===== src/rtl/rtc_pkg.sv =====
// Shared constants for the RTC bus responder.
// Register map, field limits and FSM encoding.
package rtc_pkg;

  localparam logic [7:0] ADDR_SEG     = 8'h21;
  localparam logic [7:0] ADDR_MIN     = 8'h22;
  localparam logic [7:0] ADDR_HR      = 8'h23;
  localparam logic [7:0] ADDR_DATE    = 8'h24;
  localparam logic [7:0] ADDR_MONTH   = 8'h25;
  localparam logic [7:0] ADDR_YEAR    = 8'h26;
  localparam logic [7:0] ADDR_DOW     = 8'h27;
  localparam logic [7:0] ADDR_WEEK    = 8'h28;
  localparam logic [7:0] CMD_TRANSFER = 8'hF0;

  // index 0 = sec ... 7 = week; reset value equals MIN
  localparam logic [7:0][7:0] FIELD_MIN = {
    8'h01, 8'h01, 8'h00, 8'h01,
    8'h01, 8'h00, 8'h00, 8'h00
  };
  localparam logic [7:0][7:0] FIELD_MAX = {
    8'h52, 8'h07, 8'h99, 8'h12,
    8'h31, 8'h23, 8'h59, 8'h59
  };

  typedef enum logic [1:0] {
    ST_IDLE,
    ST_ADDR,
    ST_DATA,
    ST_READ
  } state_t;

  function automatic logic in_map(
    input logic [7:0] a
  );
    return (a >= ADDR_SEG) && (a <= ADDR_WEEK);
  endfunction

  function automatic logic [2:0] field_idx(
    input logic [7:0] a
  );
    return 3'(a - ADDR_SEG);
  endfunction

endpackage


===== src/rtl/rtc_bus_responder_bcd_field_counter.sv =====
// One BCD timekeeping field: load, increment, wrap and carry.
// Ports: clk, rst_n, load/load_val, inc -> value, carry.
module bcd_field_counter #(
  parameter logic [7:0] MIN = 8'h00,
  parameter logic [7:0] MAX = 8'h59
) (
  input  logic       clk,
  input  logic       rst_n,
  input  logic       load,
  input  logic [7:0] load_val,
  input  logic       inc,
  output logic [7:0] value,
  output logic       carry
);

  logic wrap;

  // written values are unchecked, so anything
  // non-BCD or out of range rolls over like MAX
  always_comb begin
    wrap = (value == MAX)
        || (value[3:0] > 4'd9)
        || (value[7:4] > 4'd9)
        || (value > MAX)
        || (value < MIN);
  end

  assign carry = inc && wrap;

  always_ff @(posedge clk or negedge rst_n) begin
    if (!rst_n) begin
      value <= MIN;
    end else if (load) begin
      value <= load_val;
    end else if (inc) begin
      if (wrap)
        value <= MIN;
      else if (value[3:0] == 4'd9)
        value <= {value[7:4] + 4'd1, 4'd0};
      else
        value <= value + 8'd1;
    end
  end

endmodule


===== src/rtl/rtc_bus_responder.sv =====
// RTC bus slave: synced strobes, addr/data FSM, BCD clock.
// Ports: clk, Reset, bus strobes, data_in/out/oe, tick_1hz, proto_err.
module rtc_bus_responder
  import rtc_pkg::*;
#(
  parameter int TICK_DIV    = 100_000_000,
  parameter int SYNC_STAGES = 2
) (
  input  logic       clk,
  input  logic       Reset,
  input  logic       ChipSelect,
  input  logic       Read,
  input  logic       Write,
  input  logic       AoD,
  input  logic [7:0] data_in,
  output logic [7:0] data_out,
  output logic       data_oe,
  output logic       tick_1hz,
  output logic       proto_err
);

  localparam int SW = 12;
  localparam int PW = $clog2(TICK_DIV);
  localparam logic [PW-1:0] PTERM = PW'(TICK_DIV - 1);
  localparam logic [SW-1:0] SYNC_RST = {4'b1110, 8'h00};

  logic [SW-1:0] pins;
  assign pins = {ChipSelect, Read, Write, AoD, data_in};

  for (genvar g = 0; g < SYNC_STAGES; g++) begin : g_sync
    logic [SW-1:0] q;
    if (g == 0) begin : g_first
      always_ff @(posedge clk or negedge Reset) begin
        if (!Reset) q <= SYNC_RST;
        else        q <= pins;
      end
    end else begin : g_next
      always_ff @(posedge clk or negedge Reset) begin
        if (!Reset) q <= SYNC_RST;
        else        q <= g_sync[g-1].q;
      end
    end
  end

  logic [SW-1:0] sv;
  assign sv = g_sync[SYNC_STAGES-1].q;

  logic       cs_s, rd_s, wr_s, aod_s;
  logic [7:0] din_s;
  assign {cs_s, rd_s, wr_s, aod_s, din_s} = sv;

  logic       wr_q, conflict_q;
  logic [7:0] din_q;
  logic       conflict, wr_rise;

  assign conflict = !cs_s && !rd_s && !wr_s;
  // a release out of a strobe clash is not a write
  assign wr_rise  = wr_s && !wr_q && !conflict_q;

  always_ff @(posedge clk or negedge Reset) begin
    if (!Reset) begin
      wr_q       <= 1'b1;
      conflict_q <= 1'b0;
      din_q      <= 8'h00;
    end else begin
      wr_q       <= wr_s;
      conflict_q <= conflict;
      din_q      <= din_s;
    end
  end

  state_t     state;
  logic [7:0] addr_reg;
  logic       commit, xfer, pend_we;

  assign commit  = !cs_s && (state == ST_DATA) && wr_rise;
  assign xfer    = commit && (addr_reg == CMD_TRANSFER);
  assign pend_we = commit && in_map(addr_reg);

  logic [7:0] pend [8];

  always_ff @(posedge clk or negedge Reset) begin
    if (!Reset) begin
      for (int i = 0; i < 8; i++) pend[i] <= FIELD_MIN[i];
    end else if (pend_we) begin
      pend[field_idx(addr_reg)] <= din_q;
    end
  end

  logic [PW-1:0] presc;
  logic          tick_int;

  // transfer wins over a coinciding terminal count
  assign tick_int = (presc == PTERM) && !xfer;

  always_ff @(posedge clk or negedge Reset) begin
    if (!Reset) begin
      presc    <= '0;
      tick_1hz <= 1'b0;
    end else begin
      tick_1hz <= tick_int;
      if (xfer || presc == PTERM) presc <= '0;
      else                        presc <= presc + 1'b1;
    end
  end

  logic [7:0][7:0] live;
  logic [7:0]      inc_v, cy;

  // sec>min>hr; hr wrap feeds date and dow
  assign inc_v = {cy[6], cy[2], cy[4], cy[3],
                  cy[2], cy[1], cy[0], tick_int};

  logic unused_cy;
  assign unused_cy = cy[5] ^ cy[7];

  for (genvar i = 0; i < 8; i++) begin : g_fld
    bcd_field_counter #(
      .MIN(FIELD_MIN[i]),
      .MAX(FIELD_MAX[i])
    ) u_fld (
      .clk     (clk),
      .rst_n   (Reset),
      .load    (xfer),
      .load_val(pend[i]),
      .inc     (inc_v[i]),
      .value   (live[i]),
      .carry   (cy[i])
    );
  end

  logic [7:0] rd_val;

  always_comb begin
    rd_val = 8'h00;
    if (in_map(addr_reg)) rd_val = live[field_idx(addr_reg)];
  end

  always_ff @(posedge clk or negedge Reset) begin
    if (!Reset) begin
      state     <= ST_IDLE;
      addr_reg  <= 8'h00;
      data_out  <= 8'h00;
      data_oe   <= 1'b0;
      proto_err <= 1'b0;
    end else begin
      proto_err <= conflict && !conflict_q;
      if (cs_s) begin
        state   <= ST_IDLE;
        data_oe <= 1'b0;
      end else if (conflict) begin
        data_oe <= 1'b0;
      end else begin
        unique case (state)
          ST_IDLE: state <= aod_s ? ST_DATA : ST_ADDR;
          ST_ADDR: begin
            if (wr_rise) addr_reg <= din_q;
            if (aod_s)   state    <= ST_DATA;
          end
          ST_DATA: begin
            if (wr_rise) begin
              state <= ST_DATA;
            end else if (!rd_s) begin
              state    <= ST_READ;
              data_oe  <= 1'b1;
              data_out <= rd_val;
            end else if (!aod_s) begin
              state <= ST_ADDR;
            end
          end
          ST_READ: begin
            if (rd_s) begin
              state   <= ST_DATA;
              data_oe <= 1'b0;
            end else begin
              data_oe  <= 1'b1;
              data_out <= rd_val;
            end
          end
          default: state <= ST_IDLE;
        endcase
      end
    end
  end

endmodule


===== config.mk =====
export PLATFORM = sky130hd
export DESIGN_NAME = rtc_bus_responder
export DESIGN_NICKNAME = d
export VERILOG_FILES = /design/src/rtl/rtc_pkg.sv /design/src/rtl/rtc_bus_responder_bcd_field_counter.sv /design/src/rtl/rtc_bus_responder.sv
export SDC_FILE = /design/constraint.sdc
export NUM_CORES = 1
export LEC_CHECK = 0
export CAP_MARGIN = 25
export CORE_MARGIN = 3
export CORE_UTILIZATION = 54
export CTS_CLUSTER_DIAMETER = 200
export DETAILED_ROUTE_END_ITERATION = 12
export GPL_TIMING_DRIVEN = 0
export PLACE_DENSITY = 0.77
export SYNTH_ARGS = -nofsm -noshare
export SYNTH_HDL_FRONTEND = slang
export SYNTH_HIERARCHICAL = 1
export SYNTH_SLANG_ARGS = --single-unit

===== constraint.sdc =====
create_clock -name clk -period 5.4 [get_ports clk]
set_clock_uncertainty 0.1 [all_clocks]
set_input_delay 1.08 -clock clk [delete_from_list [all_inputs] [get_ports clk]]
set_output_delay 1.08 -clock clk [all_outputs]
set_load 0.02 [all_outputs]

**Word-level counts from Yosys, hierarchy flattened**

Cells that the tools add are included.

- Add/subtract/negate cells: 18
- Order comparisons: 37
- Equal/unequal tests: 28
- Muxes and demuxes: 57
- Bitwise operators: 3
- Reduce and logical (&&, ||, !) cells: 71

Operator list:

| cell | count |
|---|---|
| $mux 8 | 37 |
| $add 8x1->8 const B | 8 |
| $bwmux 64 | 1 |
| $gt 4x4->1 const B | 16 |
| $lt 8x1->1 const B | 8 |
| $logic_or 1x1->1 | 33 |
| $add 4x1->4 const B | 8 |
| $eq 4x4->1 const B | 8 |
| $add 27x1->27 const B | 1 |
| $eq 27x27->1 const B | 1 |
| $mux 27 | 1 |
| $bmux 8 s3 | 1 |
| $demux 8 s3 | 1 |
| $eq 8x7->1 const B | 3 |
| $gt 8x7->1 const B | 3 |
| $logic_and 1x1->1 | 18 |
| $eq 8x6->1 const B | 2 |
| $eq 8x8->1 const B | 2 |
| $gt 8x6->1 const B | 2 |
| $mux 2 | 8 |
| $pmux 8 s2 | 1 |
| $reduce_bool 2->1 | 8 |
| $reduce_and 4->1 | 3 |
| $eq 8x3->1 const B | 1 |
| other kinds (25) | 39 |

- Register bits: 210
- Output and inout bits: 11
- Logic and storage cells: 242

**Longest topological paths before layout**

Gate-level depths: netlist (run 1).

- Depth in word-level cells: 14
- Mapped depth: 24
- Gate-level depth less buffers: 17

**Modules after synthesis**

The synthesis (run 1) kept the hierarchy.

Modules (own cells, without submodules):

| module | times used | cells each | area an instance (um^2) | sequential area each (um^2) |
|---|---|---|---|---|
| rtc_bus_responder | 1 | 479 | 6,213.5 | 3,667.3 |
| bcd_field_counter (g_fld[0].u_fld ...) | 2 | 66 | 633.1 | 200.2 |
| bcd_field_counter (g_fld[4].u_fld) | 1 | 76 | 705.7 | 201.4 |
| bcd_field_counter (g_fld[2].u_fld) | 1 | 79 | 674.4 | 200.2 |
| bcd_field_counter (g_fld[5].u_fld) | 1 | 81 | 664.4 | 200.2 |
| bcd_field_counter (g_fld[3].u_fld) | 1 | 79 | 635.6 | 201.4 |
| bcd_field_counter (g_fld[7].u_fld) | 1 | 82 | 635.6 | 201.4 |
| bcd_field_counter (g_fld[6].u_fld) | 1 | 64 | 580.6 | 201.4 |

**Worst setup path after synthesis (run 1)**

No wires, ideal clock.

- Kind: register -> register
- Start: reg g_sync[1].q[9]
- End: reg g_fld[5].u_fld.value[1]
- Arrival time: 4.655 ns
- Required time: 5.162 ns
- Slack: 0.508 ns
- Cell stages (with the launch flop): 23
- Path buffers: 6
- Path through: dfstp_2 -> nor4b_4 -> nand2_4 -> nor3_2 -> nor3_1 -> buf_4 -> o21a_1 -> buf_4 -> o21a_1 -> buf_6 -> inv_1 -> a21oi_1 -> clkbuf_1 -> nor2b_1 -> clkbuf_1 -> inv_1 -> nor2_4 -> buf_2 -> and2b_2 -> mux2i_1 -> nor3_1 -> a21oi_1 -> o21ai_0

- Longest elaborated chain between the ends: 12

RTL lines:

| what | line | RTL |
|---|---|---|
| start: declaration | rtc_bus_responder.sv:31 | `logic [SW-1:0] q;` |
| start signal: assignment | rtc_bus_responder.sv:40 | `else q <= g_sync[g-1].q;` |
| $logic_and 1x1->1 (2 in a row) | rtc_bus_responder.sv:58 | `assign wr_rise = wr_s && !wr_q && !conflict_q;` |
| $logic_and 1x1->1 | rtc_bus_responder.sv:76 | `assign commit = !cs_s && (state == ST_DATA) && wr_rise;` |
| $logic_and 1x1->1 | rtc_bus_responder.sv:77 | `assign xfer = commit && (addr_reg == CMD_TRANSFER);` |
| net xfer | rtc_bus_responder.sv:74 | `logic commit, xfer, pend_we;` |
| $logic_not 1->1 | rtc_bus_responder.sv:94 | `assign tick_int = (presc == PTERM) && !xfer;` |
| $logic_and 1x1->1 | rtc_bus_responder.sv:94 |  |
| net tick_int | rtc_bus_responder.sv:91 | `logic tick_int;` |
| $logic_and 1x1->1 | rtc_bus_responder_bcd_field_counter.sv:28 | `assign carry = inc && wrap;` |
| net cy[0] | rtc_bus_responder.sv:108 | `logic [7:0] inc_v, cy;` |
| (+1 left out) | - |  |
| net cy[1] | rtc_bus_responder.sv:108 |  |
| $logic_and 1x1->1 | rtc_bus_responder_bcd_field_counter.sv:28 |  |
| net cy[2] | rtc_bus_responder.sv:108 |  |
| $logic_and 1x1->1 | rtc_bus_responder_bcd_field_counter.sv:28 |  |
| net cy[3] | rtc_bus_responder.sv:108 |  |
| $logic_and 1x1->1 | rtc_bus_responder_bcd_field_counter.sv:28 |  |
| net cy[4] | rtc_bus_responder.sv:108 |  |
| $reduce_bool 2->1 (no line) | - |  |
| end signal: assignment | rtc_bus_responder_bcd_field_counter.sv:34 | `value <= load_val;` |
| end signal: assignment | rtc_bus_responder_bcd_field_counter.sv:39 | `value <= {value[7:4] + 4'd1, 4'd0};` |
| end signal: assignment | rtc_bus_responder_bcd_field_counter.sv:41 | `value <= value + 8'd1;` |
| end: declaration | rtc_bus_responder_bcd_field_counter.sv:12 | `output logic [7:0] value,` |

The timed path passes the listed nets, and every way through them passes these cells.
A chain may end at the register's enable or synchronous reset.

**Worst setup path in the final report (run 1)**

- Start: reg addr_reg[0]
- End: reg g_fld[5].u_fld.value[1]

- Longest elaborated chain between the ends: 10

RTL lines:

| what | line | RTL |
|---|---|---|
| start: declaration | rtc_bus_responder.sv:73 | `logic [7:0] addr_reg;` |
| start signal: assignment | rtc_bus_responder.sv:157 | `if (wr_rise) addr_reg <= din_q;` |
| $eq 8x8->1 | rtc_bus_responder.sv:77 |  |
| $logic_and 1x1->1 | rtc_bus_responder.sv:77 |  |
| net xfer | rtc_bus_responder.sv:74 |  |
| $logic_not 1->1 | rtc_bus_responder.sv:94 |  |
| $logic_and 1x1->1 | rtc_bus_responder.sv:94 |  |
| net tick_int | rtc_bus_responder.sv:91 |  |
| $logic_and 1x1->1 | rtc_bus_responder_bcd_field_counter.sv:28 |  |
| net cy[0] | rtc_bus_responder.sv:108 |  |
| $logic_and 1x1->1 | rtc_bus_responder_bcd_field_counter.sv:28 |  |
| net cy[1] | rtc_bus_responder.sv:108 |  |
| $logic_and 1x1->1 | rtc_bus_responder_bcd_field_counter.sv:28 |  |
| net cy[2] | rtc_bus_responder.sv:108 |  |
| $logic_and 1x1->1 | rtc_bus_responder_bcd_field_counter.sv:28 |  |
| net cy[3] | rtc_bus_responder.sv:108 |  |
| $logic_and 1x1->1 | rtc_bus_responder_bcd_field_counter.sv:28 |  |
| net cy[4] | rtc_bus_responder.sv:108 |  |
| $reduce_bool 2->1 (no line) | - |  |

The timed path passes the listed nets, and every way through them passes these cells.

==> results of run 1 <==
[power by group through the flow]
stage / Sequential (mW) / Clock (mW) / Combinational [mW]
global route: 1.67 / 1.90 / 0.492
finish: 1.66 / 1.81 / 0.451
global placement: 1.69 / 0 / 0.437
CTS: 1.66 / 1.84 / 0.446
floorplan: 1.68 / 0 / 0.311
detailed placement: 1.69 / 0 / 0.445
[worst max-delay path: stages (launching register included)]
cell     delay, ns
dfrtp_1       0.38
buf_2         0.19
inv_1         0.17
ha_1          0.21
nand3_1       0.13
nor3_4        0.80
nor3_2        0.13
buf_4         0.22
o21a_1        0.18
buf_4         0.20
o21a_1        0.16
buf_6         0.16
inv_1         0.12
a21oi_1       0.08
buf_6         0.20
nor2b_2       0.18
buf_2         0.19
inv_1         0.20
nor2_4        0.08
buf_2         0.18
and2b_2       0.20
mux2i_1       0.12
nor3_1        0.06
a21oi_1       0.13
o21ai_0       0.08
[routing by layer]
metal  vias up  global-route usage  wire length [um]
met5         -                   0                 0
met4         0              0.0567               477
met1      4168               0.349             12200
met2       241               0.360             12000
met3        45              0.0290              1400
li1       3956                   -                 -
[stage by stage]
stage	utilization	std cells	hold slack, ns
global placement	0.583	1365	0.231
detailed placement	0.587	1368	0.236
global route	0.632	1411	0.257
CTS	0.630	1409	0.253
floorplan	-	1071	0.231
finish	0.632	1411	0.250
[area by class of cell]
class                   instances  area share
plain buffers                  61      0.0323
clock buffers                  29      0.0493
clock inverters                13      0.0193
inverters                      45      0.0131
multi-input cells             754       0.427
flip-flops and latches        210       0.407
well taps                     270      0.0261
repair buffers                 29      0.0252
[timing repair]
item,in CTS,in global routing
endpoints found under the setup margin,8,8
gates resized for setup,1,5
setup buffers,0,2
pin swaps,0,1
[worst min-delay path by stage]
stage              startpoint             end  slack [ns]  cells past startpoint
5_1_grt        g_sync[1].q[6]        din_q[6]        0.26                      0
3_3_place_gp   g_sync[0].q[2]  g_sync[1].q[2]        0.23                      0
4_1_cts        g_sync[1].q[6]        din_q[6]        0.25                      0
6_report       g_sync[1].q[6]        din_q[6]        0.25                      0
2_1_floorplan  g_sync[1].q[0]        din_q[0]        0.23                      0
3_5_place_dp   g_sync[0].q[7]  g_sync[1].q[7]        0.24                      0
==> impl_results.md, run 1 <==
* Switching share of power at 0.253
* Clock Latency Late Sink at roughly 0.53 ns
* Syn avg cell area at 10.6 um^2
* Hold WC Path Type: register to register
* R2r setup slk at between 0.3 and 0.4 ns
* Outcome: finished, final reports clean
* Dpl hpwl at between 15000 and 20000 um
* Sw power at around 0.99 mW
* Clock transition at path regs at approximately 0.06 ns
* Final Hold Violating Endpoints at 0
* Clk sink count at 210
* Worst reg2reg endpoint: g_fld[5].u_fld/value[1]
* DP Area at ~12000 um^2
* Global-route wire length before repair at ~43000 um
* Post-layout min period at just over 5 ns
* Syn Std Cell Area at approximately 11000 um^2
* Setup-failing EPs final at 0
* Ys Warns at 6
* FF/Latch Area at ~5300 um^2
* Die ar. at between 20000 and 25000 um^2
* DRC Markers at 0
* Commonest cells after routing, fill and taps aside: dfrtp_1, nand2_1, mux2_2
* Diodes inserted at 0
* Worst EP required at 5.69 ns
* Pleak at around 5.6 nW
* CP Launch Point: addr_reg[0]
* Initial antenna violation count at 0
* Filler instances at roughly 1.6k
* Worst slew pin tran at 0.972 ns
* Gate Count Post-Synth at about 1.1k
* Crit path kind: register to register
* CTS root buf: clkbuf_16
* Initial Utilization at 0.555
* Routed WL at 26100 um
* Worst r2r src: addr_reg[0]
* Slew Viols, Final at 0
* CP endpoint: g_fld[5].u_fld/value[1]
* IO Count at 25
* Peak supply drop at about 0.28 mV
* CTS tree: done
* Worst endpoint data arrival time at between 5 and 6 ns
* Hold_buf cts at 0
* I/O Buffers at 24
* Num CTS Buffers at 23
* DRT iter0 DRCs at between 600 and 700
* Pin count of the biggest net entering global routing at roughly 120
* Setup TNS at 0 ns
* Setup ws final at ~0.36 ns
* Nets at 1166
* Final instance area at 12900 um^2
* Core region area at approximately 20000 um^2
* Slew Limit Headroom at 0.350
* DRT antenna net count at 0
* DRT Pass-1 Iters at 5
* Die Width at about 150 um
* RSZ-0062 raised after global routing: false
* Number of global-route vias before repair at just over 8k
* Routability Congestion at ~0.96
* Vias after detailed routing at approximately 8.4k
* Logic gate share of total power at 0.115
* R2R cell count at 24
* Num rows at 52
* Clock Path Buffers at 3
* Vias per std cell at between 5 and 6
* Dpl ws at -0.326 ns
* Maximum clock rate at about 0.20 GHz
* CTS H-Tree Depth at 1
* Part of the power in registers at 0.423
* Multi-input gate area at between 5000 and 6000 um^2
* Die Ht at 151 um
* P&R area growth vs syn at 13.8%
* Critical path fanouts, max at 22
* Syn Nets at 1113
* Pwr/cell area at ~300 nW/um^2
* Clock power share at 0.462
* GRT Resource Usage Total at 0.232
* MaxCap Viol Count at 0
* Pwr Total at around 4 mW
* Setup crit start kind: register
* Final Cycle Share at 0.934
* Ratio of cells with drive above 1 in the final layout at 0.211
* Most common cell after layout, fill and taps aside: dfrtp_1
* Wire per inst at approximately 18 um
* Gr ovfl total at 0
* Cell internal pwr at between 2 and 3 mW
* Worst Setup End Kind: register
* Top Registers: g_fld.u_fld/value (64), pend (64), presc (27)
Power figures use the tool's default switching activity.
==> run 2: changes to the inputs <==
- CAP_MARGIN: 25 -> not set
- CELL_PAD_IN_SITES_DETAIL_PLACEMENT: not set -> 1
- CELL_PAD_IN_SITES_GLOBAL_PLACEMENT: not set -> 1
- CORE_UTILIZATION: 54 -> 50
- PLACE_DENSITY: 0.77 -> 0.86
==> impl_results.md, run 2 (synthesis results as in run 1) <==
* Outcome: finished, final reports clean
* Pleak at 5.65 nW (+0.25%)
* DRT iter0 DRCs at 535 (-16%)
* Initial antenna violation count at 2 (+2)
* Final Cycle Share at 0.940 (+0.00570)
* WL met1 at 13500 um (+11%)
* Core region area at 22100 um^2 (+7.8%)
* Diodes inserted at 0 (unchanged)
* Routed wl met2 at 15500 um (+29%)
* Setup TNS at 0 ns (unchanged)
* Setup-failing EPs final at 0 (unchanged)
* Post-route insts no fill at 1426 (+1.1%)
* Vias after detailed routing at 8719 (+3.7%)
* Number of global-route vias before repair at 9164 (+13%)
* Clock Latency Late Sink at 0.53 ns (about the same)
* Maximum clock rate at 0.197 GHz (-0.61%)
* DRT Pass-1 Iters at 7 (+2)
* IO Count at 25 (unchanged)
* Pwr/cell area at 301 nW/um^2 (-0.63%)
* Slew Viols, Final at 0 (unchanged)
* Dpl ws at -1.08 ns (-0.757 ns)
* Num rows at 54 (+3.8%)
* Pin count of the biggest net entering global routing at 113 (-8.9%)
* Wire per inst at 22.0 um (+19%)
* Clock Path Buffers at 3 (unchanged)
* Worst r2r src: presc[17]
* P&R area growth vs syn at 14.4%
* DRT antenna net count at 0 (unchanged)
* Ratio of cells with drive above 1 in the final layout at 0.216 (+0.00431)
* Top Registers: g_fld.u_fld/value (64), pend (64), presc (27)
* Critical path fanouts, max at 10 (-55%)
* Die Ht at 157 um (+3.8%)
* DRC Markers at 0 (unchanged)
* Initial Utilization at 0.515 (-0.0402)
* Peak supply drop at 0.333 mV (+19%)
* Post-layout min period at 5.07 ns (+0.0308 ns)
* Clock transition at path regs at 0.06 ns (about the same)
* R2r setup slk at 0.33 ns (-0.03 ns)
* Dpl hpwl at 20500 um (+18%)
* Setup ws final at 0.327 ns (-0.0308 ns)
* Routed WL at 31400 um (+20%)
* Routability Congestion at 0.855 (-11%)
* Final Hold Violating Endpoints at 0 (unchanged)
* Hold WC Path Type: register to register
* CTS root buf: clkbuf_16
* R2R cell count at 22 (-8.3%)
* Global-route wire length before repair at 50600 um (+19%)
* Worst EP required at 5.74 ns (+0.05 ns)
* Commonest cells after routing, fill and taps aside: dfrtp_1, nand2_1, mux2_2
* Hold_buf cts at 0 (unchanged)
* CP Launch Point: presc[17]
* Crit path kind: register to register
* Worst reg2reg endpoint: g_fld[5].u_fld/value[1]
* Die Width at 157 um (+3.8%)
* CP endpoint: g_fld[5].u_fld/value[1]
* DP Area at 12000 um^2 (about the same)
* GRT Resource Usage Total at 0.258 (+0.0261)
* Nets at 1170 (+0.34%)
* Total placed cells including tap cells at 1377 (+0.66%)
* Gr ovfl total at 0 (unchanged)
* WL met3 at 1500 um (+7.2%)
* Worst slew pin tran at 0.774 ns (-0.198 ns)
* CTS H-Tree Depth at 1 (unchanged)
* Setup crit start kind: register
* Worst Setup End Kind: register
* Slew Limit Headroom at 0.484 (+0.134)
* Die ar. at 24600 um^2 (+7.7%)
* Worst endpoint data arrival time at 5.41 ns (+0.08 ns)
* MaxCap Viol Count at 0 (unchanged)
* I/O Buffers at 24 (unchanged)
* Vias per std cell at 6.11 (+2.6%)
* Pwr Total at 3.92 mW (-0.13%)
* HP Start: g_sync[0].q[2]
* Num CTS Buffers at 24 (+4.3%)
* DR top layer: met5
* CTS tree: done
* Most common cell after layout, fill and taps aside: dfrtp_1
* Clk sink count at 210 (unchanged)
* Final instance area at 13000 um^2 (+0.50%)
==> run 2: how the worst min path moves through the flow <==
| stage | slack [ns] | depth (start not counted) | to |
|---|---|---|---|
| 5_1_grt | 0.25 | 0 | g_sync[1].q[10] |
| 3_3_place_gp | 0.23 | 0 | g_sync[1].q[7] |
| 4_1_cts | 0.25 | 0 | g_sync[1].q[10] |
| 3_5_place_dp | 0.24 | 0 | g_sync[1].q[2] |
| 2_1_floorplan | 0.23 | 0 | din_q[0] |
| 6_report | 0.25 | 0 | g_sync[1].q[2] |
==> run 2: repair_timing <==
action | 4_1_cts | 5_1_grt
pin swaps | 0 | 2
hold endpoints to repair | 0 | 0
setup endpoints to repair | 23 | 13
buffers inserted | 1 | 4
resized for setup | 5 | 8
==> run 2: final cells by class <==
class,instances,area [um^2]
clock inverter,10,186
clock buffer,34,698
fill,2348,9090
sequential,210,5270
buffer,62,428
inverter,45,169
timing repair buffer,31,350
multi-input combinational,754,5550
tap,280,350
==> run 2: critical path: stages, from the launching register on <==
cell and delay [ns]:
dfrtp_1 0.44, or4b_1 0.59, nor4_4 0.27, nand4_1 0.16, nor3_2 0.21, buf_4 0.21, o21a_2 0.21, buf_4 0.20
o21a_2 0.21, buf_6 0.16, inv_1 0.12, a21oi_4 0.20, clkbuf_4 0.25, nor2b_2 0.19, clkbuf_4 0.21, inv_1 0.14
nor2_4 0.18, buf_2 0.23, and2b_2 0.16, mux2i_1 0.07, nor3_1 0.19, a21oi_1 0.07, o21ai_0 0.18
==> run 2: where the power goes <==
group	leakage [nW]	total (mW)	internal, mW	switching (mW)
clock network	0.420	1.78	1.10	0.678
registers	2.79	1.67	1.62	0.0485
logic	2.44	0.475	0.178	0.297
==> run 2: layer usage <==
metal  vias up  GRT usage
li1       3968          -
met1      4454      0.356
met2       231      0.430
met3        62     0.0335
met4         4     0.0734
met5         -          0
==> run 2: through the flow <==
stage          hold slack [ns]   util
6_report                 0.245  0.589
3_3_place_gp             0.231  0.541
5_1_grt                  0.250  0.589
4_1_cts                  0.249  0.586
2_1_floorplan            0.231      -
3_5_place_dp             0.236  0.544
==> run 3: changes to the inputs <==
- CORE_UTILIZATION: 50 -> 54
- PLACE_DENSITY: 0.86 -> 0.91
- clock period: 5.4 -> 6.1 ns (I/O delays scaled with it)
==> impl_results.md, run 3 (synthesis results as in run 1) <==
* Outcome: finished, final reports clean
* Top Registers: g_fld.u_fld/value (64), pend (64), presc (27)
* MaxCap Viol Count at 0 (unchanged)
* Met1 GRT Util at 0.390 (+0.0343)
* Gr ovfl total at 0 (unchanged)
* DP Area at 12000 um^2 (-0.10%)
* CP max stage delay at 0.53 ns (-0.06 ns)
* Global-route wire length before repair at 53500 um (+5.6%)
* Clock Latency Late Sink at 0.53 ns (about the same)
* Worst EP required at 6.42 ns (+0.68 ns)
* Met3 Resource Use GR at 0.0365 (+0.00304)
* Total placed cells including tap cells at 1367 (-0.73%)
* Slew Viols, Final at 0 (unchanged)
* Die ar. at 22800 um^2 (-7.1%)
* Slew Limit Headroom at 0.366 (-0.118)
* Crit path kind: register to register
* Core region area at 20500 um^2 (-7.2%)
* Wire per inst at 25.0 um (+13%)
* Setup TNS at 0 ns (unchanged)
* Maximum clock rate at 0.171 GHz (-13%)
* Initial Utilization at 0.555 (+0.0402)
* GRT Resource Usage Total at 0.298 (+0.0396)
* DRT antenna net count at 0 (unchanged)
* Setup crit start kind: register
* Num CTS Buffers at 23 (-4.2%)
* I/O Buffers at 24 (unchanged)
* IO Count at 25 (unchanged)
* Pleak at 5.60 nW (-0.88%)
* Busiest layer in global routing: met2
* Setup-failing EPs final at 0 (unchanged)
* Layout Utilization at 0.626 (+0.0373)
* Hold_buf cts at 0 (unchanged)
* Post-layout min period at 5.84 ns (+0.768 ns)
* Slowest CP cell: or4b_1
* DRC Markers at 0 (unchanged)
* Crit-path cells: or4b_1 > nor4_1 > nand4_1 > nor3_2 > buf_4 > o21a_1 > buf_4 > o21a_1 > buf_6 > inv_1 > a21oi_4 > clkbuf_2 > nor2b_1 > clkbuf_2 > inv_1 > nor2_4 > buf_2 > and2b_2 > mux2i_1 > nor3_1 > a21oi_1 > o21ai_0
* Dpl hpwl at 21100 um (+3.2%)
* Worst endpoint data arrival time at 6.16 ns (+0.75 ns)
* Clk sink count at 210 (unchanged)
* Peak supply drop at 0.318 mV (-4.6%)
* Hold WC Path Type: register to register
* CTS H-Tree Depth at 1 (unchanged)
* Routability Congestion at 0.899 (+5.1%)
* Initial antenna violation count at 1 (-1)
* Final Hold Violating Endpoints at 0 (unchanged)
* CTS root buf: clkbuf_16
* Ratio of cells with drive above 1 in the final layout at 0.210 (-0.00537)
* DRT Pass-1 Iters at 5 (-2)
* Routed WL at 35300 um (+12%)
* HP Start: g_sync[0].q[8]
* Critical path fanouts, max at 10 (unchanged)
* Num rows at 52 (-3.7%)
* Most common cell after layout, fill and taps aside: dfrtp_1
* Clock Path Buffers at 3 (unchanged)
* Vias after detailed routing at 9103 (+4.4%)
* Number of global-route vias before repair at 9561 (+4.3%)
* Post-route insts no fill at 1412 (-0.98%)
* Final Cycle Share at 0.958 (+0.0180)
* Worst r2r src: presc[17]
* P&R area growth vs syn at 12.8%
* CP Launch Point: presc[17]
* Clock transition at path regs at 0.06 ns (about the same)
* Met2 Usage GRT at 0.516 (+0.0857)
* RSZ-0062 raised after global routing: false
* Worst slew pin tran at 0.948 ns (+0.174 ns)
* Commonest cells after routing, fill and taps aside: dfrtp_1, nand2_1, mux2_2
* Pwr/cell area at 260 nW/um^2 (-14%)
* Die Width at 151 um (-3.6%)
* Final instance area at 12800 um^2 (-1.4%)
* Pwr Total at 3.34 mW (-15%)
* DRT iter0 DRCs at 636 (+19%)
* Pin count of the biggest net entering global routing at 124 (+9.7%)
* Vias per std cell at 6.45 (+5.4%)
* Diodes inserted at 0 (unchanged)
* CTS tree: done
* Die Ht at 151 um (-3.6%)
* Nets at 1167 (-0.26%)
* Worst Setup End Kind: register
[run 3: changes by cell type in the layout (fill, tap and decap cells not counted), sizes merged]
cell / previous run / this run
clkinvlp: 3 / 1
buf: 51 / 49
clkbuf: 53 / 49
clkinv: 2 / 8
bufinv: 4 / 2
[run 3: routing by layer]
layer	part of all wire	wire, um
met5	0	0
met4	0.040	1410
met3	0.051	1810
met2	0.51	17900
met1	0.40	14200
[run 3: report_power, final]
| group | total (mW) | switching, mW | internal (mW) |
|---|---|---|---|
| Sequential | 1.48 | 0.0453 | 1.43 |
| Combinational | 0.435 | 0.277 | 0.158 |
| Clock | 1.43 | 0.593 | 0.834 |
| Total | 3.34 | 0.915 | 2.42 |
[run 3: area by class of cell]
type | instances | area, um^2
plain buffers | 62 | 423
fillers | 2164 | 7660
multi-input cells | 754 | 5530
clock inverters | 12 | 131
well taps | 270 | 338
clock buffers | 30 | 642
repair buffers | 29 | 323
flip-flops and latches | 210 | 5270
inverters | 45 | 169
[run 3: metrics by stage]
| step | worst slack, ns | hold WS [ns] |
|---|---|---|
| 2_1_floorplan | 1.21 | 0.231 |
| 5_1_grt | 0.0191 | 0.256 |
| 3_3_place_gp | -5.00 | 0.232 |
| 3_5_place_dp | -0.413 | 0.236 |
| 6_report | 0.259 | 0.243 |
| 4_1_cts | 0.0356 | 0.250 |
[run 3: timing repair]
action,CTS,global route
pin swaps,0,0
resized for setup,3,3
endpoints found under the setup margin,11,8
buffers inserted,0,3
[run 3: path summary, 6_finish.rpt]
check / to / cells past startpoint / slack (ns)
worst max-delay path: g_fld[5].u_fld/value[1] / 22 / 0.26
worst min-delay path: g_sync[1].q[8] / 0 / 0.24
worst max register to register: g_fld[5].u_fld/value[1] / 22 / 0.26
worst min register to register: g_sync[1].q[8] / 0 / 0.24
max in group asynchronous: g_fld[3].u_fld/value[7] / 2 / 4.18
min in group asynchronous: g_fld[7].u_fld/value[5] / 1 / 0.61
[run 3: worst max-delay path: cells and delay by family (launching register included)]
kind                   cells  cell delay, ns
buffers and inverters      8            1.76
muxes                      1            0.06
DFF                        1            0.46
and+or+nand+nor            8            2.28
AOI/OAI and AO/OA          5            1.04
